## src/rtl/regfile_write_arbiter.sv

```systemverilog
// Round-robin arbiter sharing the register file's single write port between NUM_REQ writeback sources.
// Optional macro REGWR_X0_DROP_EN: writes to register 0 are accepted but never asserted on RegWrite.
module regfile_write_arbiter #(
  parameter int NUM_REQ = 2,
  parameter int ADDR_W  = 5,
  parameter int DATA_W  = 32
) (
  input  logic                       clk,
  input  logic                       rst,
  input  logic [NUM_REQ-1:0]         req_valid,
  input  logic [NUM_REQ*ADDR_W-1:0]  req_addr,
  input  logic [NUM_REQ*DATA_W-1:0]  req_data,
  output logic [NUM_REQ-1:0]         req_ready,
  input  logic                       wr_hold,
  output logic                       RegWrite,
  output logic [ADDR_W-1:0]          Write_register,
  output logic [DATA_W-1:0]          Write_data,
  input  logic [ADDR_W-1:0]          chk_addr,
  output logic                       chk_pending
);

  localparam int PW = $clog2(NUM_REQ);
  localparam logic [PW-1:0] LAST = PW'(NUM_REQ - 1);

  logic [ADDR_W-1:0] w_addr [NUM_REQ];
  logic [DATA_W-1:0] w_data [NUM_REQ];

  genvar gi;
  generate
    for (gi = 0; gi < NUM_REQ; gi++) begin : g_unpack
      assign w_addr[gi] = req_addr[gi*ADDR_W +: ADDR_W];
      assign w_data[gi] = req_data[gi*DATA_W +: DATA_W];
    end
  endgenerate

  logic [PW-1:0]     r_ptr;
  logic              r_regwrite;
  logic [ADDR_W-1:0] r_wreg;
  logic [DATA_W-1:0] r_wdata;

  logic              w_found;
  logic [PW-1:0]     w_gidx;
  logic [PW:0]       w_idx;
  logic              w_xfer;
  logic              w_stage_we;
  logic [PW-1:0]     w_ptr_next;
  logic [ADDR_W-1:0] w_gaddr;
  logic [DATA_W-1:0] w_gdata;

  // Search upward from the pointer; one extra bit keeps ptr+k from overflowing before the wrap.
  always_comb begin
    w_found = 1'b0;
    w_gidx  = '0;
    w_idx   = '0;
    for (int k = 0; k < NUM_REQ; k++) begin
      w_idx = {1'b0, r_ptr} + (PW+1)'(k);
      if (w_idx >= (PW+1)'(NUM_REQ))
        w_idx = w_idx - (PW+1)'(NUM_REQ);
      if (!w_found && req_valid[w_idx[PW-1:0]]) begin
        w_found = 1'b1;
        w_gidx  = w_idx[PW-1:0];
      end
    end
    if (wr_hold)
      w_found = 1'b0;
  end

  assign w_xfer     = w_found & ~rst;
  assign req_ready  = w_xfer ? (NUM_REQ'(1) << w_gidx) : '0;
  assign w_gaddr    = w_addr[w_gidx];
  assign w_gdata    = w_data[w_gidx];
  assign w_ptr_next = (w_gidx == LAST) ? '0 : w_gidx + PW'(1);

`ifdef REGWR_X0_DROP_EN
  assign w_stage_we = w_xfer & (w_gaddr != '0);
`else
  assign w_stage_we = w_xfer;
`endif

  always_ff @(posedge clk or posedge rst) begin
    if (rst) begin
      r_ptr      <= '0;
      r_regwrite <= 1'b0;
      r_wreg     <= '0;
      r_wdata    <= '0;
    end else begin
      r_regwrite <= w_stage_we;
      if (w_xfer) begin
        r_ptr   <= w_ptr_next;
        r_wreg  <= w_gaddr;
        r_wdata <= w_gdata;
      end
    end
  end

  assign RegWrite       = r_regwrite;
  assign Write_register = r_wreg;
  assign Write_data     = r_wdata;

`ifdef REGWR_X0_DROP_EN
  assign chk_pending = r_regwrite & (r_wreg == chk_addr) & (chk_addr != '0);
`else
  assign chk_pending = r_regwrite & (r_wreg == chk_addr);
`endif

endmodule

```

## config.mk

```make
export PLATFORM = sky130hd
export DESIGN_NAME = regfile_write_arbiter
export DESIGN_NICKNAME = d
export VERILOG_FILES = /design/src/rtl/regfile_write_arbiter.sv
export SDC_FILE = /design/constraint.sdc
export NUM_CORES = 1
export LEC_CHECK = 0
export BUFFER_PORTS_ARGS = -buffer_cell sky130_fd_sc_hd__buf_2
export CAP_MARGIN = 20
export CORE_MARGIN = 2
export CORE_UTILIZATION = 46
export CTS_BUF_LIST = sky130_fd_sc_hd__clkbuf_8
export CTS_CLUSTER_DIAMETER = 100
export DETAILED_ROUTE_END_ITERATION = 16
export HOLD_SLACK_MARGIN = 0.03
export PLACE_DENSITY_LB_ADDON = 0.3
export SLEW_MARGIN = 40
export SYNTH_ARGS = -nofsm -noshare
export SYNTH_HDL_FRONTEND = slang
export SYNTH_SLANG_ARGS = --single-unit
```

## constraint.sdc

```tcl
create_clock -name clk -period 4.15 [get_ports clk]
set_input_delay 1.0375 -clock clk [delete_from_list [all_inputs] [get_ports clk]]
set_output_delay 1.0375 -clock clk [all_outputs]
set_load 0.02 [all_outputs]
```

==> flow_metrics.py, run 1 <==
metrics = {
    "clock_network": {
        "cts_setup_buffers": 0,
        "cts_resized": 0,
        "holdBufCountCts": 0,
        "cts_root_buf": "clkbuf_8",
        "path_clk_slew_ns": 0.07,
        "clk_latency_ns": 0.28,
        "h-tree-depth": 2,
        "clock_path_buffers": 2,
        "numCtsBuffers": 5,
        "cts_tree": "done",
        "cts_sinks": 39,
    },
    "final_layout": {
        "layout-drive-gt1-share": 0.521,
        "fillers": 348,
        "postLayoutCoreUtil": 0.644,
        "diodes": 0,
        "multi_input_area_um2": 762,
        "regArea_um2": 976,
        "nets": 350,
        "area_delta_synth_final_pct": 37.4,
        "finalNonFillerCells": 317,
    },
    "critical_path": {
        "reg2reg_setup_slack_ns": 2.68,
        "required_ns": 3.11,
        "timing.rr.start": "r_ptr",
        "end_kind": "output pin",
        "criticalPathCategory": "primary input to output pin",
        "start_kind": "primary input",
        "worstReg2RegEnd": "Write_data[3]",
        "rr_worst_depth": 4,
        "cp.arrival_ns": 1.87,
        "path_max_fanout": 1,
    },
    "min_path": {
        "min_to": "r_ptr",
        "hp-start": "r_ptr",
        "holdCritPathClass": "register to register",
        "hold_depth": 2,
    },
    "place": {
        "pre_cts_ws_ns": 1.23,
        "io_buffers": 124,
        "dp_hpwl_um": 3340,
        "dp_cells": 309,
        "routabilityCongestion": 0.689,
    },
    "global_routing": {
        "grt_pass1_wl_um": 7650,
        "antenna_found_initial": 0,
        "grt_max_degree": 40,
        "track_usage": 0.223,
        "gr-total-overflow": 0,
        "grt_pass1_vias": 1716,
    },
    "pwr": {
        "power_density_nw_per_um2": 432,
        "leakagePower_uw": 0.00134,
        "finalPower_uw": 1100,
        "vdd.ir_drop.worst_mv": 0.218,
    },
    "logic_synthesis": {
        "syn_nets": 231,
        "avgSynthCellArea_um2": 12.6,
        "synth_seq_cells": 39,
        "yosysWarnings": 0,
        "synthCells": 147,
        "netlist_area_um2": 1850,
        "ys_seq_area_frac": 0.528,
        "synthDistinctLibCells": 18,
    },
    "timing": {
        "rsz0062_at_grt": "false",
        "fin_crit_sh": 0.701,
        "setup_viol": 0,
        "worst_pin_slew_ns": 0.489,
        "hold_viol_final": 0,
        "fin_ws_ns": 1.24,
        "relSlewSlack": 0.674,
        "drv_slew": 0,
        "finalCriticalPeriod_ns": 2.91,
        "tns_ns": 0,
        "finClkSkew_ns": 0.00403,
        "fmax_mhz": 344,
    },
    "floorplan": {
        "dieArea_um2": 4540,
        "die_x_um": 67.4,
        "initial_utilization": 0.469,
        "core_um2": 3940,
        "rows": 23,
        "dieHeight_um": 67.4,
        "num_io_pins": 125,
    },
    "routing": {
        "drt-total-wl_um": 4920,
        "dr.pass1.iters": 4,
        "drt.antenna.violating_nets": 0,
        "avgViaCountPerCell": 5.49,
        "drc": 0,
        "drt-initial-drc-count": 96,
        "routed-via-count": 1740,
        "wl_per_cell_um": 15.5,
    },
    "outcome": {
        "status": "complete, no violations",
    },
    "flow_run": {
        "maxCapViolCount": 0,
    },
}
layout by cell type (no fill, tap or decap):
master / n
nand2_1: 1
nor2_1: 2
nand2b_1: 2
o21ai_1: 1
dfrtp_1: 39
clkinv_2: 3
inv_1: 1
o21a_2: 1
nor2_2: 1
xor2_1: 4
buf_2: 124
xnor2_1: 1
and3_1: 3
nor4_1: 1
or2_4: 1
o21a_1: 36
a221o_1: 37
buf_4: 4
clkbuf_8: 5
kinds of logic (layout without fill, tap and decap cells):
| family | Yosys count | count (layout) | share of synthesized area |
|---|---|---|---|
| buf+inv | 17 | 137 | 0.0609 |
| simple gates | 11 | 11 | 0.0332 |
| flops | 39 | 39 | 0.528 |
| xor+xnor | 5 | 5 | 0.0237 |
| compound gates | 75 | 75 | 0.354 |
metal layers:
metal	global-route usage	part of all wire	up-vias
met4	0.0561	0.0069	0
met2	0.384	0.50	78
met5	0	0	-
met1	0.280	0.42	834
met3	0.0583	0.069	5
li1	-	-	823
synth_stat cells:
cell type  number  area [um2]
or2_4           1        8.76
buf_8           1        15.0
o21a_1         36         270
buf_2           6        30.0
o21a_2          1        8.76
buf_6           4        45.0
o21ai_1         1        5.00
nand2_1         1        3.75
a221o_1        37         370
nor4_1          1        6.26
xnor2_1         1        8.76
and3_1          3        18.8
xor2_1          4        35.0
nand2b_1        2        12.5
clkbuf_1        5        18.8
dfrtp_1        39         976
nor2_1          3        11.3
inv_1           1        3.75
metrics by stage:
step | hold WS, ns | cell area (um2)
6_report | 0.565 | 2540
5_1_grt | 0.601 | 2540
4_1_cts | 0.564 | 2540
3_5_place_dp | 0.532 | 2450
3_3_place_gp | 0.524 | 2450
2_1_floorplan | 0.477 | 1850
flip-flops by register name, indices dropped and copies added, names as in the netlist:
register and flops:
Write_data 32, Write_register 5, RegWrite 1, r_ptr 1
worst max path at each step:
stage	endpoint	start
floorplan	req_ready[0]	wr_hold
global placement	chk_pending	chk_addr[1]
detailed placement	chk_pending	chk_addr[1]
CTS	chk_pending	chk_addr[1]
global route	chk_pending	chk_addr[1]
finish	chk_pending	chk_addr[1]
layout make-up:
class / instances / share of cell area
Tap cell: 50 / 0.0246
Multi-Input combinational cell: 91 / 0.300
Clock inverter: 3 / 0.00591
Timing Repair Buffer: 128 / 0.256
Inverter: 1 / 0.00148
Clock buffer: 5 / 0.0271
Sequential cell: 39 / 0.384
worst max-delay path, cell delays in order:
cell and delay [ns]:
buf_2 0.10, xor2_1 0.13, nor4_1 0.26, and3_1 0.18
buf_2 0.15
power by group:
group	total, uW	internal (uW)	switching (uW)
logic	363	169	194
registers	491	450	41.5
clock network	242	115	127
total	1100	733	363
Power figures use the tool's default switching activity.
==> run 2, diff against run 1 <==
ABC_AREA = 1   (was not set)
CORE_UTILIZATION = 40   (was 46)
clock period = 2.5 ns   (was 4.15 ns; I/O delays follow)
==> run 2 against run 1 <==
Against the previous run:
- synthesized cell count rose by 67%
- worst setup slack got worse by 0.64 ns
- utilization fell by 7.0 points
- power rose by 70%
- first-iteration DRC count rose by 85%
- clock skew fell by 0.0015 ns
- highest routed layer unchanged
- critical path type unchanged
- largest cell class unchanged
- largest power group unchanged
- non-clock buffer count rose by 4
- critical endpoint is now req_ready[0]
==> flow_metrics.py, run 2 <==
metrics = {
    "logic_synthesis": {
        "yosysMostFrequentCell": "nand3_1",
        "synth_top_area_frac": 0.485,
        "synth_area_leaders": "dfrtp_1, nand3_1, nand4_1",
        "synth_top_area_cell": "dfrtp_1",
        "ys.flop_type": "dfrtp_1",
        "synthDistinctLibCells": 12,
        "netlist_area_um2": 2010,
        "async_reset_ff_frac": 1.00,
        "synth_edf_count": 0,
        "synth_seq_cells": 39,
        "avgSynthCellArea_um2": 8.22,
        "syn_nets": 329,
        "ys_seq_area_frac": 0.485,
        "synthCells": 245,
        "synth_commonest_cells": "nand3_1, nand2_1, dfrtp_1",
        "yosysWarnings": 0,
    },
    "critical_path": {
        "cp_slowest_stage_delay_ns": 0.15,
        "end_kind": "output pin",
        "start_kind": "primary input",
        "criticalPathCategory": "primary input to output pin",
        "timing.rr.start": "r_ptr",
        "rr_worst_depth": 6,
        "cp_slowest_cell": "buf_2",
        "crit_buf_inv": 4,
        "cp.arrival_ns": 1.28,
        "path_max_fanout": 2,
        "path_depth": 7,
        "required_ns": 1.88,
        "path_cells": "buf_2, clkinvlp_4, nand2_1, nor2_2, nand2_1, inv_1, buf_2",
        "cp_top_family": "buffers and inverters",
        "crit_start": "rst",
    },
    "floorplan": {
        "num_io_pins": 125,
        "die_x_um": 74.9,
        "rows": 25,
        "dieArea_um2": 5620,
        "initial_utilization": 0.421,
        "core_um2": 4790,
        "dieHeight_um": 74.9,
    },
    "routing": {
        "drc": 0,
        "drt.antenna.violating_nets": 0,
        "drt-total-wl_um": 5950,
        "routed-via-count": 2234,
        "drt-initial-drc-count": 178,
        "wl_per_cell_um": 13.9,
        "dr.pass1.iters": 4,
        "avgViaCountPerCell": 5.21,
    },
    "min_path": {
        "hp-start": "Write_data[19]",
        "hold_depth": 2,
        "holdCritPathClass": "register to register",
    },
    "place": {
        "dp_cells": 421,
        "pre_cts_ws_ns": 0.507,
        "place_area_um2": 2640,
        "routabilityCongestion": 0.749,
        "dp_hpwl_um": 4020,
        "io_buffers": 124,
    },
    "global_routing": {
        "grt_pass1_vias": 2081,
        "grt_pass1_wl_um": 9690,
        "gr-total-overflow": 0,
        "track_usage": 0.223,
        "antenna_found_initial": 0,
        "grt_max_degree": 40,
    },
    "final_layout": {
        "fillers": 485,
        "area_delta_synth_final_pct": 36.4,
        "finalNonFillerCells": 429,
        "largest_reg_flops": 32,
        "finish.instance_area_um2": 2750,
        "final_common_cell": "buf_2",
        "nets": 445,
        "most-common-layout-cells": "buf_2, nand3_1, nand2_1",
        "layout-drive-gt1-share": 0.395,
        "diodes": 0,
    },
    "clock_network": {
        "cts_setup_buffers": 0,
        "holdBufCountCts": 0,
        "clock_path_buffers": 2,
        "path_clk_slew_ns": 0.07,
        "cts_resized": 0,
        "h-tree-depth": 2,
        "clk_latency_ns": 0.28,
        "cts_tree": "done",
        "cts_root_buf": "clkbuf_8",
        "cts_sinks": 39,
        "numCtsBuffers": 5,
    },
    "timing": {
        "finClkSkew_ns": 0.00251,
        "relSlewSlack": 0.665,
        "fin_ws_ns": 0.596,
        "setup_viol": 0,
        "finalCriticalPeriod_ns": 1.90,
        "worst_pin_slew_ns": 0.503,
        "hold_viol_final": 0,
        "drv_slew": 0,
        "fin_crit_sh": 0.761,
        "rsz0062_at_grt": "false",
        "fmax_mhz": 525,
        "hold-worst-slack_ns": 0.496,
        "tns_ns": 0,
    },
    "outcome": {
        "status": "complete, no violations",
    },
    "pwr": {
        "leakagePower_uw": 0.00147,
        "power_density_nw_per_um2": 679,
        "vdd.ir_drop.worst_mv": 0.465,
    },
    "flow_run": {
        "maxCapViolCount": 0,
    },
}
## run 2: changes by cell type in the layout (fill, tap and decap cells not counted), sizes merged, moves of 4 or more
cell / change
nand4: +37
nor2: +5
nand3: +74
inv: +8
o21a: -37
nand2: +50
buf: +4
xor2: -4
a221o: -37
## run 2: final timing paths
kind	end	slack (ns)
min in group asynchronous	Write_data[0]	0.51
min	Write_data[19]	0.50
max	req_ready[0]	0.60
max reg2reg	Write_data[0]	1.33
min reg2reg	Write_data[19]	0.50
max in group asynchronous	Write_data[31]	1.66
## run 2: cell type report
cell class / instances / area (um2) / area share
flip-flops and latches: 39 / 976 / 0.356
multi-input cells: 174 / 867 / 0.316
repair buffers: 132 / 681 / 0.248
clock buffers: 7 / 96.3 / 0.0351
well taps: 67 / 83.8 / 0.0305
inverters: 9 / 37.5 / 0.0137
clock inverters: 1 / 3.75 / 0.00137
## run 2: metal layers
| layer | vias to the layer above | share of wire | routed length, um | GRT usage |
|---|---|---|---|---|
| met5 | - | 0 | 0 | 0 |
| met4 | 0 | 0.0071 | 42 | 0.0595 |
| met3 | 4 | 0.087 | 519 | 0.0616 |
| met2 | 116 | 0.46 | 2750 | 0.354 |
| met1 | 1020 | 0.44 | 2640 | 0.302 |
| li1 | 1094 | - | - | - |
## run 2: logic make-up after synthesis
logic type | synth area share
AND/OR/NAND/NOR | 0.409
flip-flops | 0.485
buffers and inverters | 0.0907
AO/OA/AOI/OAI | 0.00683
XOR/XNOR | 0.00870
## run 2: worst reg2reg max path, stage by stage, from the launching register on
cell and delay, ns:
dfrtp_1 0.36, inv_1 0.08, nand2_1 0.07, nand2_1 0.12, buf_4 0.26, nand3_1 0.11, nand3_1 0.10
## run 2: metrics by stage
stage	utilization	total power [uW]
after floorplan	-	1190
after global placement	0.551	1410
after detailed placement	0.551	1420
after CTS	0.572	1880
after global routing	0.574	1980
final	0.574	1860
## run 2: report_power, final
part           switching [uW]  leakage, uW  internal, uW
clock                     211    0.0000557           248
combinational             373     0.000941           219
sequential               68.2     0.000474           744
==> run 3, diff against run 2 <==
ABC_AREA = 0   (was 1)
CORE_UTILIZATION = 39   (was 40)
clock period = 1.75 ns   (was 2.5 ns; I/O delays follow)
==> run 3 against run 2 <==
Against the previous run:
- the run now ends with setup timing left
- die area is 5.6% lower
- cell count is 24% lower
- register-to-register slack worse by 1.0 ns
- sequential power is 43% higher
- combinational power is 50% higher
- sequential share of layout area is 1.8 points higher
- critical path type is now register to output pin
==> flow_metrics.py, run 3 (same netlist as run 1, synthesis figures left out) <==
metrics = {
    "routing": {
        "drt-total-wl_um": 5080,
        "drt.antenna.violating_nets": 0,
        "drc": 0,
        "drt-initial-drc-count": 135,
        "wl_per_cell_um": 15.7,
        "routed-via-count": 1772,
        "dr.pass1.iters": 4,
        "avgViaCountPerCell": 5.47,
    },
    "critical_path": {
        "start_kind": "register",
        "rr_worst_depth": 4,
        "timing.rr.start": "r_ptr",
        "cp.arrival_ns": 1.50,
        "worstReg2RegEnd": "Write_data[27]",
        "path_max_fanout": 3,
        "criticalPathCategory": "register to output pin",
        "crit_start": "Write_register[2]",
        "reg2reg_setup_slack_ns": 0.33,
        "end_kind": "output pin",
        "required_ns": 1.31,
        "crit_end": "chk_pending",
    },
    "final_layout": {
        "final_common_cell": "buf_2",
        "layout-drive-gt1-share": 0.522,
        "diodes": 0,
        "largest_reg_flops": 32,
        "finalNonFillerCells": 324,
        "area_delta_synth_final_pct": 41.6,
        "nets": 354,
        "most-common-layout-cells": "buf_2, dfrtp_1, a221o_1",
        "fillers": 426,
    },
    "floorplan": {
        "num_io_pins": 125,
        "dieArea_um2": 5300,
        "rows": 25,
        "dieHeight_um": 72.8,
        "core_um2": 4630,
        "die_x_um": 72.8,
        "initial_utilization": 0.399,
    },
    "place": {
        "routabilityCongestion": 0.739,
        "dp_hpwl_um": 3450,
        "io_buffers": 124,
        "dp_cells": 315,
    },
    "clock_network": {
        "cts_tree": "done",
        "clock_path_buffers": 2,
        "numCtsBuffers": 5,
        "path_clk_slew_ns": 0.07,
        "clk_latency_ns": 0.28,
        "h-tree-depth": 2,
        "cts_sinks": 39,
        "cts_root_buf": "clkbuf_8",
    },
    "flow_run": {
        "maxCapViolCount": 0,
    },
    "global_routing": {
        "grt_pass1_vias": 1704,
        "antenna_found_initial": 0,
        "grt_pass1_wl_um": 7870,
        "gr-total-overflow": 0,
        "grt_max_degree": 40,
        "track_usage": 0.192,
    },
    "pwr": {
        "power_density_nw_per_um2": 1050,
        "vdd.ir_drop.worst_mv": 0.628,
        "finalPower_uw": 2740,
        "leakagePower_uw": 0.00137,
    },
    "timing": {
        "hold-worst-slack_ns": 0.274,
        "relSlewSlack": 0.669,
        "worst_pin_slew_ns": 0.496,
        "fin_ws_ns": -0.186,
        "hold_viol_final": 0,
        "finClkSkew_ns": 0.00385,
        "rsz0062_at_grt": "true",
        "fin_crit_sh": 1.11,
        "setup_viol": 1,
        "fmax_mhz": 517,
        "tns_ns": -0.186,
        "drv_slew": 0,
        "finalCriticalPeriod_ns": 1.94,
    },
    "outcome": {
        "violations": "setup timing",
        "status": "finished, violations left",
    },
    "min_path": {
        "holdCritPathClass": "primary input to async pin",
    },
}
-- run 3: changes by cell type in the layout (fill, tap and decap cells not counted), moves of 2 or more --
cell,change
nor2_1,-4
nand3_1,-74
and3_1,+3
inv_1,-8
clkbuf_8,-2
nand2b_1,+2
a221o_1,+37
nand4_1,-37
xor2_1,+4
nor2_2,-2
nand2_1,-50
o21a_1,+36
-- run 3: what timing repair did --
action | 4_1_cts | 5_1_grt
resized for setup | 1 | 1
hold buffers | 0 | 0
pin swaps | 0 | 3
endpoints found under the setup margin | 1 | 1
cloned | 0 | 0
buffers inserted | 2 | 0
-- run 3: per-layer routing --
| metal | global-route usage | share of wire |
|---|---|---|
| met5 | 0 | 0 |
| met2 | 0.319 | 0.50 |
| met1 | 0.238 | 0.41 |
| met4 | 0.0535 | 0.0069 |
| met3 | 0.0635 | 0.081 |
-- run 3: layout make-up --
| type | count | area (um2) | share of cell area |
|---|---|---|---|
| sequential | 39 | 976 | 0.373 |
| multi-input combinational | 91 | 767 | 0.293 |
| timing repair buffer | 132 | 699 | 0.267 |
| clock buffer | 5 | 68.8 | 0.0263 |
| tap | 54 | 67.6 | 0.0258 |
| clock inverter | 2 | 33.8 | 0.0129 |
| inverter | 1 | 3.75 | 0.00143 |
-- run 3: how the worst min path moves through the flow --
stage                                   end  start  cells past startpoint  slack (ns)
after CTS                     Write_data[2]    rst                      3        0.29
after global routing      Write_register[3]    rst                      3        0.32
after floorplan                       r_ptr  r_ptr                      2        0.48
final                         Write_data[2]    rst                      3        0.27
after detailed placement              r_ptr  r_ptr                      2        0.52
after global placement                r_ptr  r_ptr                      2        0.50
-- run 3: report_power, final --
part	total, uW	switching (uW)	leakage [uW]	internal (uW)
clock network	702	290	0.0000554	412
registers	1160	90.4	0.000486	1070
logic	886	469	0.000830	417
-- run 3: worst max-delay path: stages, from the launching register on --
cell and delay [ns]:
dfrtp_1 0.40, xor2_1 0.15, nor4_1 0.32, and3_1 0.23, buf_6 0.12
-- run 3: through the flow --
stage	instance area, um2	util	worst slack, ns
after global placement	2490	0.538	0.0908
after detailed placement	2490	0.538	0.0586
after global routing	2620	0.565	-0.251
final	2620	0.565	-0.186
after CTS	2610	0.564	-0.107
after floorplan	1850	-	0.155
